--- config.mk ---
export PLATFORM = sky130hd
export DESIGN_NAME = rr_mux_arbiter_flat
export DESIGN_NICKNAME = d
export VERILOG_FILES = /design/src/rtl/arb_pkg.sv /design/src/rtl/rr_mux_arbiter_if.sv /design/src/rtl/rr_pick.sv /design/src/rtl/rr_mux_arbiter.sv /design/src/flat_wrapper.sv
export SDC_FILE = /design/constraint.sdc
export NUM_CORES = 1
export LEC_CHECK = 0
export BUFFER_PORTS_ARGS = -buffer_cell sky130_fd_sc_hd__buf_2
export CAP_MARGIN = 15
export CORE_MARGIN = 3
export CORE_UTILIZATION = 50
export DETAILED_ROUTE_END_ITERATION = 10
export PLACE_DENSITY = 0.72
export SETUP_SLACK_MARGIN = 0.5
export SYNTH_ARGS = -nofsm -noshare
export SYNTH_HDL_FRONTEND = slang
export SYNTH_SLANG_ARGS = --single-unit
--- constraint.sdc ---
create_clock -name clk -period 2.4 [get_ports clk]
set_input_delay 0.36 -clock clk [delete_from_list [all_inputs] [get_ports clk]]
set_output_delay 0.36 -clock clk [all_outputs]
set_load 0.05 [all_outputs]
--- src/rtl/arb_pkg.sv ---
// Shared types and constants for the round-robin mux arbiter.
//   N_REQ       : number of requesters sharing the 4:1 mux
//   SEL_W       : width of the mux select / requester index
//   arb_state_t : arbiter FSM state
//   req_idx_t   : requester index type
//   idx_to_onehot : index -> one-hot grant vector
package arb_pkg;

    localparam int unsigned N_REQ = 4;
    localparam int unsigned SEL_W = 2;

    typedef enum logic {IDLE, GRANT} arb_state_t;

    typedef logic [SEL_W-1:0] req_idx_t;

    function automatic logic [N_REQ-1:0] idx_to_onehot(input req_idx_t idx);
        logic [N_REQ-1:0] oh;
        oh      = '0;
        oh[idx] = 1'b1;
        return oh;
    endfunction

endpackage

--- src/rtl/rr_mux_arbiter_if.sv ---
// Request/grant bundle between the requesters and the arbiter.
//   req        : request lines, req[k] = requester k wants the mux
//   grant      : registered one-hot grant (0 when idle)
//   sel1, sel0 : registered mux select = granted index
//   busy       : |grant
// master = requester side, slave = arbiter side.
interface rr_mux_arbiter_if;
    import arb_pkg::*;

    logic [N_REQ-1:0] req;
    logic [N_REQ-1:0] grant;
    logic             sel0;
    logic             sel1;
    logic             busy;

    modport master (
        output req,
        input  grant,
        input  sel0,
        input  sel1,
        input  busy
    );

    modport slave (
        input  req,
        output grant,
        output sel0,
        output sel1,
        output busy
    );

endinterface

--- src/rtl/rr_pick.sv ---
// Combinational cyclic priority search.
//   req_i   : request vector
//   start_i : index searched first; search wraps start, start+1, ... mod N_REQ
//   found_o : some request is set
//   idx_o   : first set request found (start_i when none)
module rr_pick
    import arb_pkg::*;
(
    input  logic [N_REQ-1:0] req_i,
    input  req_idx_t         start_i,
    output logic             found_o,
    output req_idx_t         idx_o
);

    req_idx_t cand;

    always_comb begin
        found_o = 1'b0;
        idx_o   = start_i;
        cand    = start_i;
        for (int i = 0; i < N_REQ; i++) begin
            // 2-bit addition wraps naturally, giving the cyclic scan order
            cand = start_i + req_idx_t'(i);
            if (!found_o && req_i[cand]) begin
                found_o = 1'b1;
                idx_o   = cand;
            end
        end
    end

endmodule

--- src/rtl/rr_mux_arbiter.sv ---
// Round-robin arbiter driving the select pair of a shared 4:1 mux.
//   clk      : clock, all state on posedge
//   reset_n  : synchronous active-low reset
//   bus      : slave side of rr_mux_arbiter_if (req in; grant, sel1/sel0, busy out)
// An owner keeps the mux until it drops its request, or until it has held it
// MAX_HOLD cycles while someone else waits. Handoffs happen on a single edge.
module rr_mux_arbiter
    import arb_pkg::*;
#(
    parameter int unsigned MAX_HOLD = 8,
    parameter int unsigned HOLD_W   = 4
) (
    input  logic             clk,
    input  logic             reset_n,
    rr_mux_arbiter_if.slave  bus
);

    arb_state_t        state_q, state_d;
    req_idx_t          ptr_q, ptr_d;
    logic [HOLD_W-1:0] hold_q, hold_d;
    logic [N_REQ-1:0]  grant_q, grant_d;
    req_idx_t          sel_q, sel_d;

    logic              pick_found;
    req_idx_t          pick_idx;
    req_idx_t          pick_start;
    req_idx_t          owner_next;
    logic              owner_req;
    logic              others_pending;
    logic              hold_max;

    // While busy, sel_q is the owner index.
    assign owner_next     = sel_q + req_idx_t'(1);
    assign owner_req      = bus.req[sel_q];
    assign others_pending = |(bus.req & ~grant_q);
    assign hold_max       = (hold_q == HOLD_W'(MAX_HOLD));

    // From IDLE search from ptr; once owned, any handoff searches from owner+1,
    // which equals the ptr value written on that same edge.
    assign pick_start = (state_q == GRANT) ? owner_next : ptr_q;

    rr_pick u_pick (
        .req_i   (bus.req),
        .start_i (pick_start),
        .found_o (pick_found),
        .idx_o   (pick_idx)
    );

    always_comb begin
        state_d = state_q;
        ptr_d   = ptr_q;
        hold_d  = hold_q;
        grant_d = grant_q;
        sel_d   = sel_q;

        unique case (state_q)
            IDLE: begin
                if (pick_found) begin
                    state_d = GRANT;
                    grant_d = idx_to_onehot(pick_idx);
                    sel_d   = pick_idx;
                    hold_d  = HOLD_W'(1);
                end
            end
            GRANT: begin
                if (!owner_req) begin
                    ptr_d = owner_next;
                    if (pick_found) begin
                        grant_d = idx_to_onehot(pick_idx);
                        sel_d   = pick_idx;
                        hold_d  = HOLD_W'(1);
                    end else begin
                        // sel left alone so the mux input does not move
                        state_d = IDLE;
                        grant_d = '0;
                        hold_d  = '0;
                    end
                end else if (hold_max && others_pending) begin
                    // Owner is scanned last from owner+1, so another requester wins
                    ptr_d   = owner_next;
                    grant_d = idx_to_onehot(pick_idx);
                    sel_d   = pick_idx;
                    hold_d  = HOLD_W'(1);
                end else if (!hold_max) begin
                    hold_d = hold_q + HOLD_W'(1);
                end
            end
            default: begin
                state_d = IDLE;
            end
        endcase
    end

    always_ff @(posedge clk) begin
        if (!reset_n) begin
            state_q <= IDLE;
            ptr_q   <= '0;
            hold_q  <= '0;
            grant_q <= '0;
            sel_q   <= '0;
        end else begin
            state_q <= state_d;
            ptr_q   <= ptr_d;
            hold_q  <= hold_d;
            grant_q <= grant_d;
            sel_q   <= sel_d;
        end
    end

    assign bus.grant = grant_q;
    assign bus.sel0  = sel_q[0];
    assign bus.sel1  = sel_q[1];
    assign bus.busy  = |grant_q;

endmodule
--- src/flat_wrapper.sv ---
// flat-port wrapper written by rule: the top's interface ports become plain ports
module rr_mux_arbiter_flat import arb_pkg::*;
#(
    parameter int unsigned MAX_HOLD = 8,
    parameter int unsigned HOLD_W   = 4
)
  (clk, reset_n, bus_req, bus_grant, bus_sel0, bus_sel1, bus_busy);
  rr_mux_arbiter_if bus_i ();
  input  logic clk;
  input  logic reset_n;
  input wire logic [$bits(bus_i.req)-1:0] bus_req;
  output wire logic [$bits(bus_i.grant)-1:0] bus_grant;
  output wire logic [$bits(bus_i.sel0)-1:0] bus_sel0;
  output wire logic [$bits(bus_i.sel1)-1:0] bus_sel1;
  output wire logic [$bits(bus_i.busy)-1:0] bus_busy;
  assign bus_i.req = bus_req;
  assign bus_grant = bus_i.grant;
  assign bus_sel0 = bus_i.sel0;
  assign bus_sel1 = bus_i.sel1;
  assign bus_busy = bus_i.busy;
  rr_mux_arbiter #(.MAX_HOLD(MAX_HOLD), .HOLD_W(HOLD_W)) u_core (.clk(clk), .reset_n(reset_n), .bus(bus_i));
endmodule
Yosys cells after proc, flatten, opt, wreduce, memory -nomap -nowiden. Cells that the tools add are included.

Register bits: 13. Bits of input ports: 6. Output and inout bits: 7. Word-level logic and storage cells: 78.

Add/subtract/negate cells: 5. Magnitude comparators: 7. Equal/unequal tests: 5. Multiplexer cells: 40. Bitwise operators: 3. Reductions and logical operators: 13.

Operators by type and width (number): $mux 4 (8); $lt 2x3->1 const B (6); $mux 2 (9); $pmux 4 s2 (2); $mux 1 (13); $bmux 1 s2 (5); $reduce_or 4->1 (2); $reduce_and 2->1 (3); $logic_and 1x1->1 (5); $add 2x1->2 const B (2); $add 2x2->2 const B (2); $add 4x1->4 const B (1); $and 4x4->4 (1); $eq 4x4->1 const B (1); $ne 4x4->1 const B (1); $not 4->4 (1); $pmux 2 s2 (1); $logic_not 1->1 (3); $ne 3x3->1 const B (1); $demux 1 s2 (1); $ge 2x1->1 const B (1); $ne 2x1->1 const B (1); $ne 2x2->1 const B (1); $pmux 1 s2 (1); $not 1->1 (1).

Longest topological paths before layout. Gate-level depths: netlist of the first run.

Depth in word-level cells: 21. Depth in mapped cells: 8. Depth with buffers taken out: 8.

By module. Synthesis of the first run repeated with hierarchy kept, for this count alone.

Cell total of the unflattened synthesis: 109. Area total of the unflattened synthesis: 913.4 µm².

By module, submodules not included: rr_mux_arbiter (instances 1, cells an instance 93, area an instance 817.0 µm², sequential area each 260.2 µm²); rr_pick (instances 1, cells an instance 16, area an instance 96.3 µm², sequential area each 0.0 µm²).

Worst setup path before layout of the first run. Ideal clock, no wire load.

Path type: flip-flop to flip-flop. Start: reg u_core.sel_q[0]. End: reg u_core.hold_q[3]. Library setup time: 0.115 ns. Arrival: 2.005 ns. Data required time: 2.285 ns. Path slack: 0.281 ns. Cell stages (with the launch flop): 8. Path buffers: 1. Clock period less this slack: 2.119 ns. Cell sequence: dfxtp_1 -> buf_6 -> mux4_2 -> nand2_4 -> o32a_4 -> and4_1 -> xnor2_1 -> nor2_1.

Word-level cells in the longest chain between the ends: 16. Elaborated cells on any way between the ends: 30. Classes of those cells: 4 x add/sub; 2 x eq/ne; 17 x mux; 7 x reduce/logical.

RTL lines: start, declared (RTL line rr_mux_arbiter.sv:22) `req_idx_t sel_q, sel_d;`; start signal, assigned (RTL line rr_mux_arbiter.sv:106) `sel_q <= sel_d;`; parallel branches: the longest is 16 deep, another holds $add 2x1->2; end signal, assigned (RTL line rr_mux_arbiter.sv:104) `hold_q <= hold_d;`; end, declared (RTL line rr_mux_arbiter.sv:20) `logic [HOLD_W-1:0] hold_q, hold_d;`.

Parallel ways; which one is timed is not known. The select of a mux whose other input is x is not followed. A chain may end at the register's enable or synchronous reset.

Final worst setup path of the first run. Same ends and word-level chain as after synthesis.

==> results of run 1 <==
path summary, 6_finish.rpt:
path                                        from  cells past startpoint                  end  slack [ns]
worst max register to register   u_core.sel_q[0]                      6     u_core.hold_q[3]        0.65
worst max-delay path             u_core.sel_q[0]                      6     u_core.hold_q[3]        0.65
worst min-delay path                     reset_n                      2  u_core.bus.grant[0]        0.41
worst min register to register  u_core.hold_q[1]                      2     u_core.hold_q[1]        0.50
metal layers:
layer,GRT usage [%],vias to the layer above
li1,-,391
met1,26.9,351
met2,26.6,16
met3,2.30,5
met4,8.29,0
met5,0,-
critical path: cells and delay by family (launching register included):
kind             cells  cell delay (ns)
AND/OR/NAND/NOR      3             0.38
flip-flops           1             0.39
AO/OA/AOI/OAI        1             0.20
multiplexers         1             0.56
XOR/XNOR             1             0.12
metrics by stage:
| step | hold WS [ns] | power, uW | setup WS [ns] | cells | cell area, um2 |
|---|---|---|---|---|---|
| 4_1_cts | 0.403 | 603 | 0.592 | 129 | 945 |
| 3_3_place_gp | 0.490 | 467 | 0.591 | 125 | 918 |
| 3_5_place_dp | 0.495 | 469 | 0.557 | 125 | 918 |
| 5_1_grt | 0.426 | 642 | 0.507 | 130 | 965 |
| 2_1_floorplan | 0.470 | 426 | 0.534 | 99 | 851 |
| 6_report | 0.406 | 605 | 0.647 | 130 | 965 |
flip-flops by register name, indices dropped and copies added (netlist names):
register,count
u_core.hold_q,4
u_core.ptr_q,2
u_core.bus.grant,4
u_core.sel_q,2
u_core.state_q,1
cell families (layout without fill, tap and decap cells):
group / after synthesis / count (layout) / synth area share (%)
buffers and inverters: 9 / 24 / 5.03
multiplexers: 4 / 4 / 6.21
flip-flops: 13 / 13 / 30.8
XOR/XNOR: 3 / 3 / 3.11
adder cells (fa/ha/maj): 2 / 2 / 2.96
AO/OA/AOI/OAI: 25 / 25 / 23.5
AND/OR/NAND/NOR: 43 / 43 / 28.4
cell usage in the layout, fill, tap and decap left out, types with 2 or more instances in the layout:
cell type and instances:
o21ai_1 2, and2_1 5, dfxtp_2 2, buf_4 2
nand4_1 2, mux2i_1 2, a32oi_1 4, xor2_1 2
ha_1 2, buf_2 12, o21ai_0 5, nand2_1 8
clkbuf_4 3, dfxtp_1 10, inv_1 6, nand3_1 2
nand2b_1 6, nor2b_1 5, nor2_1 7, a21oi_1 2
a21boi_1 3
cell type report:
cell class                      instances  area [um2]
Clock buffer                            4        26.3
Fill cell                             155         577
Inverter                                6        22.5
Multi-Input combinational cell         77         554
Sequential cell                        13         267
Tap cell                               16        20.0
Timing Repair Buffer                   14        75.1
power groups by stage:
stage	clock, uW	sequential (uW)	combinational, uW
after global placement	0	262	205
final	132	258	216
after CTS	138	258	207
after floorplan	0	292	133
after detailed placement	0	262	206
after global routing	146	263	233
repair_timing:
action / in CTS / in global routing
buffers inserted: 0 / 1
setup endpoints to repair: 0 / 4
gates resized for setup: 0 / 3
==> impl_metrics.toml, run 1 <==
[global_route]
globalRoute.totalOverflow = 0
grt_max_degree = 13
grt_first_pass_wirelength_mm = 2.88
vias_in_the_first_global_route = 653
grt_usage_pct = 18.4
antenna_violations_before_repair = 0

[route]
drt-wirelength-per-cell_um = 13.5
drcViolationCount = 0
detail_route.wirelength_mm = 1.76
ant_nets = 0
routed_wl_met2_um = 750
maxUsedRoutingLayer = "met4"
avgViaCountPerCell = 5.87
wl_met1_um = 895
routed-via-count = 763
drt-pass1-iter-count = 4
length_of_routed_met3_wiring_um = 88
detailedRoute.firstIterationViolations = 8

[floorplanning]
fp.dieW_um = 47.1
placementRows = 14
fp.dieArea_um2 = 2220
pin_count = 13
core_um2 = 1540
floorplan.initialDensity_pct = 54.9
chipHeight_um = 47.1

[sta]
setup-violations-final = 0
setup_tns_ns = 0
timing.slew.headroom_pct = 72.3
final.period_utilization_pct = 73.0
final.setup_skew_ns = 0.000534
timing.fmax_mhz = 571
max_slew.worst_pin.slew_ns = 0.415
timing.final.max_slew_violations = 0
hold_violations = 0
rsz0062_at_grt = "false"
period_minus_slack_ns = 1.75

[setup_path]
cp_cell_sequence = "mux4_2, nand2_4, o32a_4, and4_1, xnor2_1, nor2_1"
critical_path_arrival_ns = 1.93
worst_path_required_ns = 2.57
highest_delay_cell_along_the_critical_path = "mux4_2"
crit_type = "reg2reg"
start_kind = "flip-flop"
stage_delay_of_the_slowest_cell_on_the_critical_path_ns = 0.56
timing.critical_path.fanout_max = 8
worst_setup_path_end_kind = "flip-flop"

[clocking]
cts.hold.buffers_added = 0
max-clock-path-buffers = 2
tritoncts = "built"
clock_root_buffer = "clkbuf_4"
cts-htree-levels = 1
tritoncts.num_buffers = 3
clk_latency_ns = 0.27
cts.reportedPaths.clkPinSlew_ns = 0.07
clock_sinks = 13

[pwr]
internal_power_uw = 376
sw_frac_of_total_pct = 37.9
clock_power_share_pct = 21.8
netSwitchingPower_uw = 230
power.share.combinational_pct = 35.6
peak_supply_drop_mv = 0.395
power.share.sequential_pct = 42.6
powerDensity_nw_per_um2 = 627
leak_pwr_uw = 0.000398

[synthesis]
synth_edf_count = 0
synth_commonest_cells = "dfxtp_1, nand2_1, nor2_1"
syn_inst = 99
count_of_synthesis_stage_warnings_from_yosys = 0
synthesis.area_um2 = 846
synthesis.nets = 107
async_reset_ff_share_pct = 0
share_of_yosys_cell_area_claimed_by_the_top_area_cell_type_pct = 30.8
area_contributors_post_synth = "dfxtp_1, nand2b_1, a32oi_1"
ys_seq_elements = 13
predominant_post_synthesis_flop_cell = "dfxtp_1"
syn_area_per_cell_um2 = 8.54
sequential_to_total_area_share_from_yosys_stat_pct = 30.8
yosys.cell_count.top_type = "dfxtp_1"
synthDominantAreaCellType = "dfxtp_1"
synth.lib_cells_used.distinct = 39

[final_layout]
finish.utilization_pct = 62.6
flow.area_growth_from_synthesis_pct = 14.1
layout.nets = 123
post_route_cells_drive_above_1_share_pct = 24.6
diodes_inserted = 0

[min_path]
worst_min_delay_path_class = "in2reg"

[placed_design]
half_perimeter_wire_length_after_detailed_placement_mm = 1.36
i_o_buffers = 12
place_congestion = 0.826

[job]
drv.max_cap_violation_count = 0

[outcome]
status = "finished, final reports clean"
Note: power is estimated with default switching activity, not from simulation.
==> inputs of run 2 (changes only) <==
Settings changed: CORE_UTILIZATION 50 to 49, PLACE_DENSITY 0.72 to 0.73.
Clock period 2.4 ns to 1.6 ns, I/O delays scaled along.
==> run 2 against run 1 <==
Compared with the run above:
- the run now ends with setup timing left
- non-clock buffer count up 20
- maximum frequency shrank 3.9%
- setup slack worse by 0.87 ns
- register-to-register slack got worse by 0.87 ns
- combinational power increased by 150%
- via count is 27% higher
- clock-buffer cell count did not move
- die area grew 1.8%
- first-iteration DRC count rose to 6.4 times the previous value
- cell area increased by 37%
- sequential power grew 52%
- sequential share of layout area shrank 6.3 points
- largest cell class unchanged
- largest power group is now combinational cells
- highest routed layer unchanged
==> impl_metrics.toml, run 2 (synthesis gave the netlist of run 1 again) <==
[floorplanning]
fp.dieArea_um2 = 2260
pin_count = 13
fp.dieW_um = 47.5
chipHeight_um = 47.5
core_um2 = 1560
floorplan.initialDensity_pct = 54.3
placementRows = 14

[final_layout]
mostFrequentLayoutCell = "buf_4"
diodes_inserted = 0
layout_common_cells = "buf_4, nand2_1, buf_6"
flow.area_growth_from_synthesis_pct = 55.8
post_route_cells_drive_above_1_share_pct = 49.3
layout.nets = 143
finalInstanceArea_um2 = 1320
nFillCells = 84
layout.cells.non_filler = 150

[sta]
timing.final.max_slew_violations = 0
post-route-worst-setup-slack_ns = -0.225
max_slew.worst_pin.slew_ns = 0.411
final.period_utilization_pct = 114
rsz0062_at_grt = "true"
timing.fmax_mhz = 548
timing.slew.headroom_pct = 72.3
period_minus_slack_ns = 1.82
hold_violations = 0
setup-violations-final = 12
final.setup_skew_ns = 0.00505

[route]
detail_route.wirelength_mm = 3.12
avgViaCountPerCell = 6.48
detailedRoute.firstIterationViolations = 51
drcViolationCount = 0
ant_nets = 0
drt-wirelength-per-cell_um = 20.8
drt-pass1-iter-count = 4
routed-via-count = 972

[pwr]
peak_supply_drop_mv = 0.673
leak_pwr_uw = 0.000539
powerDensity_nw_per_um2 = 863

[job]
drv.max_cap_violation_count = 0

[global_route]
grt_max_degree = 13
grt_first_pass_wirelength_mm = 4.27
grt_usage_pct = 27.4
antenna_violations_before_repair = 0
vias_in_the_first_global_route = 954
globalRoute.totalOverflow = 0

[setup_path]
critical_path.startpoint = "u_core.hold_q[1]"
highest_delay_cell_along_the_critical_path = "a41oi_4"
worst_path_required_ns = 1.82
cp_cell_sequence = "inv_2, ha_4, nand3b_1, a41oi_4, o21ai_4, nand4b_1, o21ai_1, and2_1"
critical_path_arrival_ns = 2.05
stage_delay_of_the_slowest_cell_on_the_critical_path_ns = 0.36
timing.critical_path.fanout_max = 4
endpoint_of_the_worst_slack_reg_to_reg_timing_path = "u_core.bus.grant[2]"
worst_setup_path_end_kind = "flip-flop"
start_kind = "flip-flop"
crit_type = "reg2reg"
rr_startpoint = "u_core.hold_q[1]"
r2r_slack_ns = -0.22
timing.reg2reg.worst_path_depth = 8

[clocking]
tritoncts.num_buffers = 3
cts.reportedPaths.clkPinSlew_ns = 0.08
cts-htree-levels = 1
cts.hold.buffers_added = 0
clk_latency_ns = 0.28
tritoncts = "built"
clock_root_buffer = "clkbuf_4"
max-clock-path-buffers = 2
clock_sinks = 13

[min_path]
holdPathEnd = "u_core.bus.grant[0]"
worst_min_delay_path_class = "in2reg"
min_from = "reset_n"
worstHoldPathCells = 2

[placed_design]
place_inst = 140
i_o_buffers = 12
place_worst_setup_slack_ns = -0.134
placed_area_um2 = 1050
half_perimeter_wire_length_after_detailed_placement_mm = 1.67
place_congestion = 0.888

[outcome]
status = "complete, but fails checks"
violations = "setup timing"
run 2: cell count changes in the layout (fill, tap and decap cells not counted), moves of 3 or more:
cell,delta
buf_4,+15
o21ai_1,+3
dfxtp_4,+3
inv_2,+3
dfxtp_1,-6
buf_8,+4
dfxtp_2,+3
buf_2,-7
inv_1,-3
o21ai_0,-4
buf_6,+8
run 2: layout make-up:
type	instances	area, um2	share of cell area (%)
multi-input combinational	77	664	50.4
clock buffer	4	26.3	1.99
tap	16	20.0	1.52
sequential	13	282	21.4
inverter	6	22.5	1.71
timing repair buffer	34	303	23.0
run 2: worst max-delay path: cells and delay by family (launching register included):
kind                     cells  cell delay (ns)
AO/OA/AOI/OAI                3             0.67
flip-flops                   1             0.33
buffers and inverters        1             0.06
AND/OR/NAND/NOR              3             0.57
adder cells (fa/ha/maj)      1             0.12
run 2: metal layers:
layer	vias to the layer above	wire length (um)	global-route usage (%)
met1	452	1140	33.3
met2	69	1500	43.9
li1	428	-	-
met5	-	0	0
met3	23	288	5.26
met4	0	182	17.7
run 2: stage by stage:
stage	TNS [ns]	power (uW)	utilization, %	hold slack [ns]
2_1_floorplan	-1.22	651	-	0.391
3_3_place_gp	-0.341	757	67.3	0.498
3_5_place_dp	-0.652	768	67.3	0.516
4_1_cts	-0.362	1070	77.7	0.280
5_1_grt	-2.09	1190	84.5	0.299
6_report	-1.35	1140	84.5	0.300
run 2: power by group:
group          internal, uW  switching [uW]  total (uW)
Combinational           238             298         536
Clock                  96.9             113         210
Sequential              354            36.1         391
Total                   690             447        1140
run 2: worst max path at each step:
stage and endpoint:
2_1_floorplan u_core.hold_q[3], 3_5_place_dp u_core.bus.grant[1], 3_3_place_gp u_core.bus.grant[0], 5_1_grt u_core.bus.grant[2]
4_1_cts u_core.bus.grant[0], 6_report u_core.bus.grant[2]
run 2: timing repair:
item	CTS	global route
cloned	0	0
resized for setup	25	24
setup endpoints to repair	19	19
buffers inserted	4	2
pin swaps	5	5
